### src/rtl/addsub_serial.sv
// Digit-serial adder/subtractor: DIGIT bits per cycle, LSB digit first, with carry/borrow, half-carry and zero flags.
// Latency: start sampled at edge 0, done pulses in the cycle after edge N (N = WIDTH/DIGIT); busy for exactly N cycles.
// Backpressure: none; start is ignored while busy, and results hold until the next operation completes.
module addsub_serial #(
    parameter int WIDTH = 16,
    parameter int DIGIT = 4,
    parameter int HBIT  = 4
) (
    input  logic             clk,
    input  logic             reset,
    input  logic             start,
    input  logic             op,
    input  logic             oc,
    input  logic [WIDTH-1:0] a,
    input  logic [WIDTH-1:0] b,
    input  logic             c_in,
    output logic             busy,
    output logic             done,
    output logic [WIDTH-1:0] y,
    output logic             c_out,
    output logic             h_out,
    output logic             z_out
);

    localparam int N  = WIDTH / DIGIT;
    localparam int CW = (N > 1) ? $clog2(N) : 1;
    localparam logic [CW-1:0] LAST_CNT = CW'(N - 1);
    // Digit whose carry-out is the carry out of bit HBIT-1
    localparam logic [CW-1:0] H_CNT    = CW'(HBIT / DIGIT - 1);

    typedef enum logic {IDLE, RUN} state_t;

    state_t           state;
    state_t           state_nx;
    logic [CW-1:0]    cnt;
    logic             last;
    logic [WIDTH-1:0] a_sh;
    logic [WIDTH-1:0] b_sh;
    logic [WIDTH-1:0] res_sh;
    logic [WIDTH-1:0] res_nx;
    logic             op_r;
    // Internal carry is always an adder carry; for subtract it is the inverted borrow
    logic             carry_r;
    logic             h_r;
    logic [DIGIT-1:0] b_x;
    logic [DIGIT:0]   dsum;
    logic             cy_ext;

    assign last = (cnt == LAST_CNT);

    // State register
    always_ff @(posedge clk or posedge reset) begin
        if (reset) begin
            state <= IDLE;
        end else begin
            state <= state_nx;
        end
    end

    // Next-state logic: start only matters in IDLE, RUN leaves after the last digit
    always_comb begin
        state_nx = state;
        case (state)
            IDLE:    if (start) state_nx = RUN;
            RUN:     if (last)  state_nx = IDLE;
            default: state_nx = IDLE;
        endcase
    end

    // FSM outputs
    always_comb begin
        busy = (state == RUN);
    end

    // One digit of a + b + c (subtract as a + ~b + ~borrow); new digit enters the result from the top
    always_comb begin
        b_x    = op_r ? ~b_sh[DIGIT-1:0] : b_sh[DIGIT-1:0];
        dsum   = {1'b0, a_sh[DIGIT-1:0]} + {1'b0, b_x} + {{DIGIT{1'b0}}, carry_r};
        cy_ext = op_r ^ dsum[DIGIT];
        res_nx = (res_sh >> DIGIT) | (WIDTH'(dsum[DIGIT-1:0]) << (WIDTH - DIGIT));
    end

    // Operand capture, digit iteration, and result registers written only at completion
    always_ff @(posedge clk or posedge reset) begin
        if (reset) begin
            cnt     <= '0;
            a_sh    <= '0;
            b_sh    <= '0;
            res_sh  <= '0;
            op_r    <= 1'b0;
            carry_r <= 1'b0;
            h_r     <= 1'b0;
            done    <= 1'b0;
            y       <= '0;
            c_out   <= 1'b0;
            h_out   <= 1'b0;
            z_out   <= 1'b0;
        end else begin
            done <= 1'b0;
            if (state == IDLE) begin
                if (start) begin
                    a_sh    <= a;
                    b_sh    <= b;
                    op_r    <= op;
                    carry_r <= op ^ (oc & c_in);
                    res_sh  <= '0;
                    cnt     <= '0;
                end
            end else begin
                a_sh    <= a_sh >> DIGIT;
                b_sh    <= b_sh >> DIGIT;
                carry_r <= dsum[DIGIT];
                res_sh  <= res_nx;
                cnt     <= cnt + 1'b1;
                if (cnt == H_CNT) begin
                    h_r <= cy_ext;
                end
                if (last) begin
                    cnt   <= '0;
                    done  <= 1'b1;
                    y     <= res_nx;
                    c_out <= cy_ext;
                    h_out <= (cnt == H_CNT) ? cy_ext : h_r;
                    z_out <= (res_nx == '0);
                end
            end
        end
    end

endmodule

### config.mk
export PLATFORM = sky130hd
export DESIGN_NAME = addsub_serial
export DESIGN_NICKNAME = d
export VERILOG_FILES = /design/src/rtl/addsub_serial.sv
export SDC_FILE = /design/constraint.sdc
export NUM_CORES = 1
export LEC_CHECK = 0
export CAP_MARGIN = 20
export CORE_MARGIN = 5
export CORE_UTILIZATION = 52
export CTS_CLUSTER_SIZE = 20
export DETAILED_ROUTE_END_ITERATION = 16
export PLACE_DENSITY = 0.79
export RECOVER_POWER = 50
export SKIP_LAST_GASP = 1
export SYNTH_ARGS = -nofsm -noshare
export SYNTH_HDL_FRONTEND = slang
export SYNTH_SLANG_ARGS = --single-unit
### constraint.sdc
create_clock -name clk -period 2.9 [get_ports clk]
set_input_delay 0.87 -clock clk [delete_from_list [all_inputs] [get_ports clk]]
set_output_delay 0.87 -clock clk [all_outputs]
set_load 0.03 [all_outputs]
==> results.tsv <==
metric	value	unit
Post-CTS Setup Bufs	0	
Inserted Diodes	0	
Ys Warns	0	
WL per Instance	14.9	um
run status	complete, no violations	
Worst VDD drop	798	uV
Slew Viols, Final	0	
Synth Register Bits	70	
sequential share of power	38.5	%
fmax	443	MHz
Residual DRC	0	
multi-input logic area	1320	um2
worst-path maximum fanout	9	
Pwr Total	0.00433	W
Int Pwr	0.00266	W
pwr/cell area	1080	nW/um2
vias in the first global route	2189	
CTS tree	done	
largest net degree at the start of global routing	88	
Final min period	2.26	ns
CTS buffer count	9	
main flop type after synthesis	dfrtp_1	
vias per cell	5.28	
Clk Latency, worst-skew pair	0.34	ns
Slew Limit Headroom	2.68	%
Post-Place Setup Slack	0.654	ns
Critical Path Slowest Stage Cell	dfrtp_1	
Clock Path Buffers	2	
total track usage	18.0	%
WL final	6320	um
routability cong.	0.901	
initial DRC count	124	
nets	388	
setup_tns	0	ns
Synth cell types	34	
filler cell count	485	
Fin. Hold Viols	0	
max incr delay on CP	0.50	ns
switching pwr	0.00167	W
starting density of the core	53.6	%
Clock Power Share	18.9	%
Net Sw Frac	38.5	%
IO Port Bufs	58	
leakage	1.85	nW
Post-synth EDFFs	0	
RSZ-0062 raised after global routing	no	
maxcap violations	0	
Initial DRT Pass Iterations	4	
Die H	88.3	um
Layout area overhead	25.8	%
routed vias	2233	
Tcrit/Tclk final	77.9	%
asr flop ratio synth	100	%
sequential cell area	1750	um2
Hold Path Class	register to register	
GR Overflow Total	0	
die area	7800	um2
Die Wd	88.3	um
CTS hold repair buffers	0	
number of core rows	28	
CP Launch Type	register	
initial antenna violation count	0	
post-route ant nets	0	
DP Wirelength	4340	um
num ports	59	
layout cells sized above 1	11.5	%
synthesized cell area	3190	um2
H-tree depth	3	
clk sinks	70	
worst path cell trace	xor2_1 > fa_1 > inv_1 > fa_1 > nor2b_1 > o21a_1 > or4_1 > nand3_1	
clk root buf	clkbuf_8	
Synth Area per Inst	11.2	um2
first-pass GRT wire length	10700	um
CP Data Required Time	3.18	ns
endpoint class of the critical path	register	
worst setup path class	register to register	
Core ar.	5960	um2
post_cts resized	0	
most numerous cell on the critical path	fa_1	
CTS clock-pin slew for the worst setup and hold paths	0.08	ns
logic gate share of total power	42.7	%
Setup-failing EPs final	0	
post-synth net total	331	
skew final	0.00618	ns
Worst-Margin Slew	1.46	ns
cell count after synthesis	286	
Final WS setup	0.640	ns
Critical Path AT	2.54	ns
sequential cell area fraction in the yosys report	54.9	%
critical path, delay by kind of cell (launching register included):
family | cells | cell delay (ns)
flops | 1 | 0.50
buf+inv | 1 | 0.08
compound gates | 1 | 0.21
simple gates | 3 | 0.62
xor+xnor | 1 | 0.20
fa+ha+maj | 2 | 0.59
per-layer routing:
metal	track usage, %	vias to the layer above	part of all wire (%)
li1	-	1087	-
met1	24.7	1089	46
met2	27.7	49	48
met3	3.82	8	4.7
met4	7.83	0	1.6
met5	0	-	0
power by group through the flow:
| stage | sequential (W) | clock [W] | combinational [W] |
|---|---|---|---|
| after detailed placement | 0.00168 | 0 | 0.00184 |
| final | 0.00167 | 0.000815 | 0.00184 |
| after floorplan | 0.00181 | 0 | 0.00113 |
| after global placement | 0.00166 | 0 | 0.00180 |
| after CTS | 0.00167 | 0.000833 | 0.00186 |
| after global routing | 0.00172 | 0.000878 | 0.00205 |
cells by family after synthesis:
group / synth area share, %
and+or+nand+nor: 11.4
DFF: 54.9
muxes: 16.6
AOI/OAI and AO/OA: 8.31
buffers and inverters: 3.65
xor gates and xnor gates: 1.92
adders and majority gates: 3.22
synth_stat cells, drive strengths merged, types with 2 or more instances:
| library cell | n | area [um2] |
|---|---|---|
| nor2 | 9 | 33.8 |
| a21o | 3 | 22.5 |
| nand2b | 10 | 62.6 |
| xor2 | 5 | 43.8 |
| xnor2 | 2 | 17.5 |
| fa | 2 | 40.0 |
| o31ai | 3 | 22.5 |
| ha | 5 | 62.6 |
| mux2 | 16 | 180 |
| dfrtp | 70 | 1750 |
| or4 | 2 | 18.8 |
| nor4 | 2 | 18.8 |
| nor3b | 3 | 22.5 |
| o21a | 2 | 15.0 |
| nor2b | 2 | 12.5 |
| inv | 8 | 30.0 |
| mux2i | 35 | 350 |
| nand2 | 43 | 161 |
| clkbuf | 9 | 35.0 |
| a21oi | 2 | 10.0 |
| buf | 9 | 51.3 |
| o21ai | 39 | 195 |
placed cells by master, fill, tap and decap left out, types with 2 or more instances in the layout:
cell type,Yosys,final
o21a_1,2,2
clkdlybuf4s50_1,0,56
mux2_2,16,16
xnor2_1,2,2
ha_1,5,5
dfrtp_1,70,69
nand2_1,43,43
nor2_1,9,9
fa_1,2,2
o21ai_0,38,38
o31ai_1,3,3
clkbuf_1,8,2
nor2b_1,2,2
clkbuf_2,1,3
nor3b_1,3,3
nand2b_1,10,10
inv_1,7,8
mux2i_1,35,35
buf_4,3,2
a21oi_1,2,2
xor2_1,5,5
clkbuf_8,0,11
a21o_1,3,3
clkinv_2,0,2
sequential cells by signal, indices dropped and copies added (netlist names):
register and flops:
a_sh 16, b_sh 16, y 16, res_sh 12
cnt 2, busy 1, c_out 1, carry_r 1
done 1, h_out 1, h_r 1, op_r 1
z_out 1
stage by stage:
step	cells	area, um2	hold slack (ns)	util (%)
3_5_place_dp	407	3820	0.471	64.1
3_3_place_gp	407	3820	0.458	64.1
4_1_cts	423	4030	0.489	67.6
2_1_floorplan	286	3190	0.440	-
6_report	423	4020	0.483	67.4
5_1_grt	423	4020	0.505	67.4
final timing paths:
kind	start	to	slack, ns	cells past startpoint
max in group asynchronous	reset	busy$_DFF_PP0_	1.07	3
min in group asynchronous	reset	res_sh[10]$_DFFE_PP0P_	1.25	3
hold / removal	b_sh[10]$_DFFE_PP0P_	b_sh[6]$_DFFE_PP0P_	0.48	2
hold reg to reg	b_sh[10]$_DFFE_PP0P_	b_sh[6]$_DFFE_PP0P_	0.48	2
setup / recovery	op_r$_DFFE_PP0P_	h_out$_DFFE_PP0P_	0.64	8
setup reg to reg	op_r$_DFFE_PP0P_	h_out$_DFFE_PP0P_	0.64	8
area by class of cell:
cell class / count / area share, %
clock buffer: 11 / 3.77
clock inverter: 5 / 1.40
inverter: 8 / 0.748
multi-input combinational: 190 / 32.9
sequential: 70 / 43.7
tap: 75 / 2.34
timing repair buffer: 64 / 15.1
(Power assumes the default switching activity.)
